$ cat src/rtl/bcd_pkg.sv
// Shared types and constants for the BCD digit scanner.
// No logic, so no latency.
// No flow control; everything here is a type or a constant.
package bcd_pkg;

  // One BCD decade.
  typedef logic [3:0] bcd_t;

  localparam bcd_t BCD_MAX = 4'd9;
  localparam bcd_t BCD_MIN = 4'd0;

  // Width of one packed digit in count_o.
  localparam int BCD_W = 4;

endpackage

$ cat src/rtl/bcd_digit_scanner_if.sv
// Count-control and display-drive bundle between control logic and the scanner.
// Wires only, so no latency.
// No flow control: inc/dec/clr are single-cycle strobes and the display outputs are always valid.
interface bcd_digit_scanner_if #(
  parameter int NUM_DIGITS = 4
);
  logic                        inc_i;
  logic                        dec_i;
  logic                        clr_i;
  logic [4*NUM_DIGITS-1:0]     count_o;
  logic                        ovf_o;
  bcd_pkg::bcd_t               bcd_o;
  logic [NUM_DIGITS-1:0]       an_o;

  // Control side: drives strobes, watches the count and display.
  modport master (
    output inc_i, dec_i, clr_i,
    input  count_o, ovf_o, bcd_o, an_o
  );

  // Scanner side.
  modport slave (
    input  inc_i, dec_i, clr_i,
    output count_o, ovf_o, bcd_o, an_o
  );
endinterface

$ cat src/rtl/bcd_digit_cell.sv
// One BCD decade (0..9) with ripple carry/borrow to the next decade.
// Digit registers on the cycle after a qualified step; carry/borrow out are combinational.
// No flow control: steps whenever its enable and carry/borrow in are both high.
module bcd_digit_cell
  import bcd_pkg::*;
(
  input  logic clk,
  input  logic rst_n,
  input  logic inc_i,      // global count-up enable (already excludes clr and inc+dec)
  input  logic dec_i,      // global count-down enable
  input  logic clr_i,      // synchronous clear
  input  logic carry_i,    // all lower decades are 9 (tied high for the LSD)
  input  logic borrow_i,   // all lower decades are 0 (tied high for the LSD)
  output bcd_t digit_o,
  output logic carry_o,
  output logic borrow_o
);

  bcd_t digit_q;
  bcd_t digit_d;

  // Next digit: clear wins, then step up/down only when every lower decade rolls over.
  always_comb begin
    digit_d = digit_q;
    if (clr_i) begin
      digit_d = BCD_MIN;
    end else if (inc_i && carry_i) begin
      digit_d = (digit_q == BCD_MAX) ? BCD_MIN : digit_q + 4'd1;
    end else if (dec_i && borrow_i) begin
      digit_d = (digit_q == BCD_MIN) ? BCD_MAX : digit_q - 4'd1;
    end
  end

  // Digit state register.
  always_ff @(posedge clk or negedge rst_n) begin
    if (!rst_n) begin
      digit_q <= BCD_MIN;
    end else begin
      digit_q <= digit_d;
    end
  end

  // Propagate terms are independent of inc/dec so the whole chain settles in one cycle.
  assign carry_o  = carry_i  & (digit_q == BCD_MAX);
  assign borrow_o = borrow_i & (digit_q == BCD_MIN);
  assign digit_o  = digit_q;

endmodule

$ cat src/rtl/bcd_digit_scanner.sv
// Multi-digit BCD up/down counter with time-multiplexed active-low digit scan; LEADING_ZERO_BLANK_EN blanks leading zeros.
// Count, ovf, bcd and anode outputs are registered: one cycle after the input/state they reflect.
// No backpressure: every inc/dec/clr strobe is consumed in the cycle it is presented.
module bcd_digit_scanner
  import bcd_pkg::*;
#(
  parameter int NUM_DIGITS = 4,     // 2..8
  parameter int SCAN_DIV   = 1000   // clk cycles per digit slot, >= 2
) (
  input  logic               clk,
  input  logic               rst_n,
  bcd_digit_scanner_if.slave bus
);

  localparam int IDX_W = $clog2(NUM_DIGITS);
  localparam int DIV_W = $clog2(SCAN_DIV);
  localparam logic [IDX_W-1:0] IDX_LAST = IDX_W'(NUM_DIGITS - 1);
  localparam logic [DIV_W-1:0] DIV_LAST = DIV_W'(SCAN_DIV - 1);

  logic                    up_en;
  logic                    dn_en;
  logic [NUM_DIGITS:0]     carry;
  logic [NUM_DIGITS:0]     borrow;
  bcd_t                    digit [NUM_DIGITS];
  logic [4*NUM_DIGITS-1:0] count_w;

  logic                    ovf_q, ovf_d;
  logic [DIV_W-1:0]        div_q, div_d;
  logic [IDX_W-1:0]        idx_q, idx_d;
  bcd_t                    bcd_q, bcd_d;
  logic [NUM_DIGITS-1:0]   an_q, an_d;
`ifdef LEADING_ZERO_BLANK_EN
  logic                    hi_zero;
`endif

  // Clear overrides counting; inc and dec together cancel out.
  assign up_en = bus.inc_i & ~bus.dec_i & ~bus.clr_i;
  assign dn_en = bus.dec_i & ~bus.inc_i & ~bus.clr_i;

  assign carry[0]  = 1'b1;
  assign borrow[0] = 1'b1;

  for (genvar g = 0; g < NUM_DIGITS; g++) begin : g_digit
    bcd_digit_cell u_cell (
      .clk      (clk),
      .rst_n    (rst_n),
      .inc_i    (up_en),
      .dec_i    (dn_en),
      .clr_i    (bus.clr_i),
      .carry_i  (carry[g]),
      .borrow_i (borrow[g]),
      .digit_o  (digit[g]),
      .carry_o  (carry[g+1]),
      .borrow_o (borrow[g+1])
    );
    assign count_w[BCD_W*g +: BCD_W] = digit[g];
  end

  // A carry/borrow out of the top decade means the whole count wrapped.
  assign ovf_d = (up_en & carry[NUM_DIGITS]) | (dn_en & borrow[NUM_DIGITS]);

  // Free-running slot divider; the digit index advances on the last cycle of each slot.
  always_comb begin
    div_d = div_q + DIV_W'(1);
    idx_d = idx_q;
    if (div_q == DIV_LAST) begin
      div_d = '0;
      idx_d = (idx_q == IDX_LAST) ? '0 : idx_q + IDX_W'(1);
    end
  end

  // Select the scanned digit and its anode; optionally blank it if it is a leading zero.
  always_comb begin
    bcd_d = BCD_MIN;
    an_d  = '1;
    for (int i = 0; i < NUM_DIGITS; i++) begin
      if (idx_q == IDX_W'(i)) begin
        bcd_d   = digit[i];
        an_d[i] = 1'b0;
      end
    end
`ifdef LEADING_ZERO_BLANK_EN
    // Walk down from the MSD; digit 0 is never blanked so zero still shows "0".
    hi_zero = 1'b1;
    for (int i = NUM_DIGITS - 1; i > 0; i--) begin
      hi_zero = hi_zero & (digit[i] == BCD_MIN);
      if (hi_zero && (idx_q == IDX_W'(i))) begin
        an_d = '1;
      end
    end
`endif
  end

  // Scan state and registered display/overflow outputs.
  always_ff @(posedge clk or negedge rst_n) begin
    if (!rst_n) begin
      div_q <= '0;
      idx_q <= '0;
      ovf_q <= 1'b0;
      bcd_q <= BCD_MIN;
      an_q  <= '1;
    end else begin
      div_q <= div_d;
      idx_q <= idx_d;
      ovf_q <= ovf_d;
      bcd_q <= bcd_d;
      an_q  <= an_d;
    end
  end

  assign bus.count_o = count_w;
  assign bus.ovf_o   = ovf_q;
  assign bus.bcd_o   = bcd_q;
  assign bus.an_o    = an_q;

endmodule

$ cat src/flat_wrapper.sv
// flat-port wrapper written by rule: the top's interface ports become plain ports
module bcd_digit_scanner_flat import bcd_pkg::*;
#(
  parameter int NUM_DIGITS = 4,            
  parameter int SCAN_DIV   = 1000                                     
)
  (clk, rst_n, bus_inc_i, bus_dec_i, bus_clr_i, bus_count_o, bus_ovf_o, bus_bcd_o, bus_an_o);
  bcd_digit_scanner_if #(.NUM_DIGITS(NUM_DIGITS)) bus_i ();
  input  logic clk;
  input  logic rst_n;
  input wire logic [$bits(bus_i.inc_i)-1:0] bus_inc_i;
  input wire logic [$bits(bus_i.dec_i)-1:0] bus_dec_i;
  input wire logic [$bits(bus_i.clr_i)-1:0] bus_clr_i;
  output wire logic [$bits(bus_i.count_o)-1:0] bus_count_o;
  output wire logic [$bits(bus_i.ovf_o)-1:0] bus_ovf_o;
  output wire logic [$bits(bus_i.bcd_o)-1:0] bus_bcd_o;
  output wire logic [$bits(bus_i.an_o)-1:0] bus_an_o;
  assign bus_i.inc_i = bus_inc_i;
  assign bus_i.dec_i = bus_dec_i;
  assign bus_i.clr_i = bus_clr_i;
  assign bus_count_o = bus_i.count_o;
  assign bus_ovf_o = bus_i.ovf_o;
  assign bus_bcd_o = bus_i.bcd_o;
  assign bus_an_o = bus_i.an_o;
  bcd_digit_scanner #(.NUM_DIGITS(NUM_DIGITS), .SCAN_DIV(SCAN_DIV)) u_core (.clk(clk), .rst_n(rst_n), .bus(bus_i));
endmodule
$ cat config.mk
export PLATFORM = sky130hd
export DESIGN_NAME = bcd_digit_scanner_flat
export DESIGN_NICKNAME = d
export VERILOG_FILES = /design/src/rtl/bcd_pkg.sv /design/src/rtl/bcd_digit_scanner_if.sv /design/src/rtl/bcd_digit_cell.sv /design/src/rtl/bcd_digit_scanner.sv /design/src/flat_wrapper.sv
export SDC_FILE = /design/constraint.sdc
export NUM_CORES = 1
export LEC_CHECK = 0
export BUFFER_PORTS_ARGS = -buffer_cell sky130_fd_sc_hd__buf_2
export CAP_MARGIN = 10
export CORE_UTILIZATION = 40
export CTS_CLUSTER_SIZE = 20
export DETAILED_ROUTE_END_ITERATION = 8
export PLACE_DENSITY = 0.59
export SLEW_MARGIN = 0
export SYNTH_ARGS = -nofsm -noshare
export SYNTH_HDL_FRONTEND = slang
export SYNTH_HIERARCHICAL = 1
export SYNTH_SLANG_ARGS = --single-unit
$ cat constraint.sdc
create_clock -name clk -period 3.65 [get_ports clk]
set_input_delay 0.1825 -clock clk [delete_from_list [all_inputs] [get_ports clk]]
set_output_delay 0.1825 -clock clk [all_outputs]
set_load 0.005 [all_outputs]
**Yosys cells after proc, flatten, opt, wreduce, memory -nomap -nowiden**

Cells that the tools add are included.

- Register bits: 37
- Input port bits: 5
- Output and inout bits: 25
- Logic and storage cells: 88

- $add $sub $neg: 10
- Equal/unequal tests: 8
- Multiplexer cells: 30
- Bitwise logic cells: 16
- Reductions and logical operators: 15

Operator list:

| cell | count |
|---|---|
| 2-to-1 mux 4 bit | 24 |
| adder 4 x 1 -> 4 bit (second input constant) | 4 |
| equality test 4 bit (second input constant) | 4 |
| logical NOT 4 bit | 4 |
| subtractor 4 x 1 -> 4 bit (second input constant) | 4 |
| AND 1 bit | 12 |
| nonzero test 3 bit | 4 |
| adder 10 x 1 -> 10 bit (second input constant) | 1 |
| equality test 10 bit (second input constant) | 1 |
| 2-to-1 mux 10 bit | 1 |
| logical AND 1 bit | 6 |
| equality test 2 bit (second input constant) | 2 |
| 2-to-1 mux 1 bit | 4 |
| NOT 1 bit | 3 |
| adder 2 x 1 -> 2 bit (second input constant) | 1 |
| equality test 2 x 1 -> 1 bit (second input constant) | 1 |
| logical NOT 2 bit | 1 |
| 2-to-1 mux 2 bit | 1 |
| OR 1 bit | 1 |

**Logic depth before layout (Yosys ltp)**

- Depth in word-level cells: 7
- Gate-level depth with buffers: 12
- Gate-level depth less buffers: 12

**Hierarchy**

The synthesis kept the hierarchy.

By module, submodules not included:

| module | instances | cells each | area each (um^2) | sequential area each (um^2) |
|---|---|---|---|---|
| bcd_digit_cell | 4 | 48 | 399.1 | 100.1 |
| bcd_digit_scanner | 1 | 100 | 1044.8 | 530.5 |

**Worst setup path before layout**

Ideal clock, no wire load.

- Path type: flip-flop to flip-flop
- From: register u_core.g_digit[0].u_cell.digit_q[0]
- To: register u_core.g_digit[3].u_cell.digit_q[2]
- Setup time: 77 ps
- Data arrival time: 2376 ps
- Required time: 3573 ps
- Setup slack: 1197 ps
- Stages on the path, launching flop included: 12
- Path buffers: 0
- Period minus slack after synthesis: 2453 ps
- Path through: dfrtp_1 > inv_1 > ha_1 > or3b_4 > nor2_1 > inv_1 > nor2_1 > inv_1 > nor2_1 > a21oi_1 > a211o_1 > a21oi_1

- Elaborated cells between the ends (all ways): 11
- Those cells by class: eq/ne (1); mux (2); bitwise (4); reduce/logical (4)

RTL lines:

| what | RTL line | text |
|---|---|---|
| start, declared | bcd_digit_cell.sv:19 | `bcd_t digit_q;` |
| start signal, assigned | bcd_digit_cell.sv:39 | `digit_q <= digit_d;` |
| logical NOT 4 bit | bcd_digit_cell.sv:45 | `assign borrow_o = borrow_i & (digit_q == BCD_MIN);` |
| net u_core.borrow[1] | bcd_digit_scanner.sv:23 | `logic [NUM_DIGITS:0] borrow;` |
| AND 1 bit | bcd_digit_cell.sv:45 |  |
| net u_core.borrow[2] | bcd_digit_scanner.sv:23 |  |
| AND 1 bit | bcd_digit_cell.sv:45 |  |
| net u_core.borrow[3] | bcd_digit_scanner.sv:23 |  |
| logical AND 1 bit | bcd_digit_cell.sv:29 | `end else if (dec_i && borrow_i) begin` |
| nonzero test 3 bit (no source line) | - |  |
| end signal, assigned | bcd_digit_cell.sv:39 |  |
| end, declared | bcd_digit_cell.sv:19 |  |

The timed path passes the listed nets, and every way through them passes these cells.
A chain may end at the register's enable or synchronous reset.

**Final worst setup path**

Same ends and word-level chain as after synthesis.

==> results.yml <==
sta:
  skew_ns: 0.00455
  worst_pin_slew_ns: 0.836
  finalHoldViolCount: 29
  hold_ws_ns: -0.0174
  fin_crit_sh_pct: 77.0
  fmax_ghz: 0.356
  slew_headroom_pct: 44.3
  setup_viol: 0
  finalSetupTns_ns: 0
  slew_violations: 0
  min_period_ns: 2.81
  rsz0062_at_grt: "no"
logic_synthesis:
  synth_flop_cell: "dfrtp_1"
  synth_edf_count: 0
  syn_area_um2: 2640
  avgSynthCellArea_um2: 9.05
  synth_cell_types: 41
  synth_seq_cells: 37
  async_reset_ff_share_pct: 100
  yosysWarningCount: 6
  ys_seq_area_share_pct: 35.2
  syn_inst: 292
clock_network:
  root_buffer: "clkbuf_8"
  cts_buffer_depth: 2
  cts-buffers-inserted: 5
  post-cts-setup-buffer-count: 0
  cts_tree: "built"
  clkLatencyLatePin_ns: 0.30
  clk_pin_slew_worst_paths_ns: 0.08
  ctsResizeCount: 0
  cts_hold_buf: 0
  htree_levels: 2
  cts.sinks: 37
global_routing:
  first_global_vias: 2135
  globalRouteTotalUtil_pct: 18.0
  antenna_found_initial: 0
  grt_max_degree: 38
  grt-ovfl-total: 0
  grt_pass1_wl_um: 10200
final_layout:
  syn2layout_area_growth_pct: 13.7
  num-fill-cells: 614
  multi_input_area_um2: 1590
  diodes: 0
  final-seq-area_um2: 931
  drive_gt1_share_pct: 18.8
  layout.nets: 354
routing:
  final_antenna_net_count: 0
  vias_per_cell: 5.59
  routed_wl_um: 5860
  drt-initial-drc-count: 85
  drt-pass1-iter-count: 5
  wl_per_cell_um: 14.4
  vias: 2271
  drcViolationCount: 0
place:
  hpwl_um: 4120
  io_buffers: 29
  gp_congestion: 0.890
outcome:
  status: "finished with violations"
  violations: "negative hold slack"
critical_path:
  worstSetupPathType: "flip-flop to flip-flop"
  cp_max_fo: 9
  path_delay_family: "simple AND/OR/NAND/NOR gates"
  worst_ep_arrival_time_ns: 3.03
  crit_required_ns: 3.87
  cp_slowest_cell: "dfrtp_1"
  crit_chain: "inv_1, ha_1, or3b_4, nor2_1, inv_1, nor2_1, inv_1, nor2_1, a21oi_1, a211o_1, a21oi_1"
  end_kind: "flip-flop"
  max_stage_delay_ns: 0.49
  start_kind: "flip-flop"
  critPathBufInv: 3
power_and_ir_drop:
  ir_drop_v: 0.000176
  power.density_nw_per_um2: 331
  leakage_nw: 1.35
  total_power_mw: 0.993
die:
  die_h_um: 83.3
  initial_core_util_pct: 41.6
  placementRows: 29
  die_w_um: 83.3
  fp.dieArea_um2: 6930
  core-area_um2: 6350
  ios: 30
run:
  drv_cap: 0
hold_path:
  hold_class: "input pin to async pin"
[cell type report]
| type | instances | area share [%] |
|---|---|---|
| multi-input cells | 229 | 52.9 |
| flip-flops and latches | 37 | 31.0 |
| repair buffers | 31 | 5.33 |
| well taps | 77 | 3.21 |
| inverters | 24 | 3.00 |
| clock buffers | 5 | 2.29 |
| clock inverters | 3 | 2.29 |
[cell usage after synthesis, types with 4 or more instances]
| cell | n | share of area, % |
|---|---|---|
| and3_4 | 4 | 1.7 |
| or3b_4 | 4 | 1.7 |
| o211ai_1 | 10 | 2.8 |
| and2_1 | 5 | 1.2 |
| nor3_1 | 5 | 0.95 |
| and3_1 | 4 | 0.95 |
| dfstp_2 | 4 | 4.0 |
| nand3b_1 | 4 | 1.1 |
| a221oi_1 | 4 | 1.3 |
| a22o_1 | 5 | 1.7 |
| nor2b_1 | 4 | 0.95 |
| nand3_1 | 18 | 3.4 |
| nand2b_1 | 4 | 0.95 |
| a21oi_1 | 14 | 2.7 |
| xnor2_1 | 9 | 3.0 |
| nand4_1 | 6 | 1.4 |
| a211o_1 | 4 | 1.3 |
| buf_6 | 4 | 1.7 |
| nand2_1 | 33 | 4.7 |
| dfrtp_1 | 33 | 31 |
| o21a_1 | 4 | 1.1 |
| a311oi_1 | 4 | 1.3 |
| ha_1 | 21 | 9.9 |
| o41ai_2 | 4 | 2.5 |
| nor2_1 | 17 | 2.4 |
| inv_1 | 24 | 3.4 |
| o22ai_1 | 4 | 0.95 |
| clkbuf_1 | 5 | 0.71 |
| a31oi_1 | 8 | 1.9 |
| o21ai_0 | 8 | 1.5 |
[placed cells by master (no fill, tap or decap), types with 5 or more instances in the layout]
master,n
conb_1,8
nand2_1,33
nand3_1,18
dfrtp_1,33
clkbuf_8,5
inv_1,24
a31oi_1,8
nor3_1,5
buf_2,29
nor2_1,17
and2_1,5
o21ai_0,8
a22o_1,5
a21oi_1,14
o211ai_1,10
ha_1,21
xnor2_1,9
nand4_1,6
[power breakdown]
| group | switching [mW] | total, mW | internal, mW |
|---|---|---|---|
| clock network | 0.163 | 0.438 | 0.275 |
| registers | 0.0156 | 0.434 | 0.418 |
| logic | 0.0686 | 0.121 | 0.0524 |
[flip-flops by register name, summed over array words and instances, names as in the netlist]
| register | flops |
|---|---|
| u_core/g_digit.u_cell/digit_o | 16 |
| u_core/div_q | 10 |
| u_core/bus.an_o | 4 |
| u_core/bus.bcd_o | 4 |
| u_core/idx_q | 2 |
| u_core/bus.ovf_o | 1 |
[metal layers]
metal | vias up | track usage, % | routed length, um
met1 | 1077 | 23.3 | 2750
li1 | 1116 | - | -
met3 | 12 | 3.68 | 274
met2 | 66 | 29.3 | 2720
met5 | - | 0 | 0
met4 | 0 | 7.37 | 114
[stage by stage]
step | hold WS (ns) | area, um2 | instances | setup WS, ns | util [%]
detailed placement | 0.352 | 2870 | 398 | 0.905 | 45.1
finish | -0.0174 | 3000 | 406 | 0.840 | 47.3
floorplan | -0.113 | 2670 | 299 | 1.20 | -
global route | 0.0530 | 3000 | 406 | 0.576 | 47.3
global placement | 0.347 | 2870 | 398 | 0.999 | 45.1
CTS | 0.0224 | 3000 | 406 | 0.864 | 47.3
[cells by family after synthesis]
logic type               Yosys count  synth area share (%)
multiplexers                       2                  1.14
AND/OR/NAND/NOR                  117                  24.6
adder cells (fa/ha/maj)           21                  9.95
buffers and inverters             33                  5.83
XOR/XNOR                          11                  3.65
AO/OA/AOI/OAI                     70                  19.4
flip-flops                        37                  35.2
other                              1                 0.142
[worst paths after layout]
kind	startpoint	end	slack (ns)	cells past startpoint
setup / recovery	u_core/g_digit[0].u_cell/digit_o[0]$_DFFE_PN0P_	u_core/g_digit[3].u_cell/digit_o[2]$_DFFE_PN0P_	0.84	11
hold / removal	rst_n	u_core/div_q[2]$_DFF_PN0_	-0.02	1
setup reg to reg	u_core/g_digit[0].u_cell/digit_o[0]$_DFFE_PN0P_	u_core/g_digit[3].u_cell/digit_o[2]$_DFFE_PN0P_	0.84	11
hold reg to reg	u_core/div_q[0]$_DFF_PN0_	u_core/div_q[0]$_DFF_PN0_	0.52	1
max in group asynchronous	rst_n	u_core/g_digit[2].u_cell/digit_o[1]$_DFFE_PN0P_	3.14	1
min in group clk	bus_clr_i	u_core/g_digit[2].u_cell/digit_o[0]$_DFFE_PN0P_	0.34	2
(Power assumes the default switching activity.)
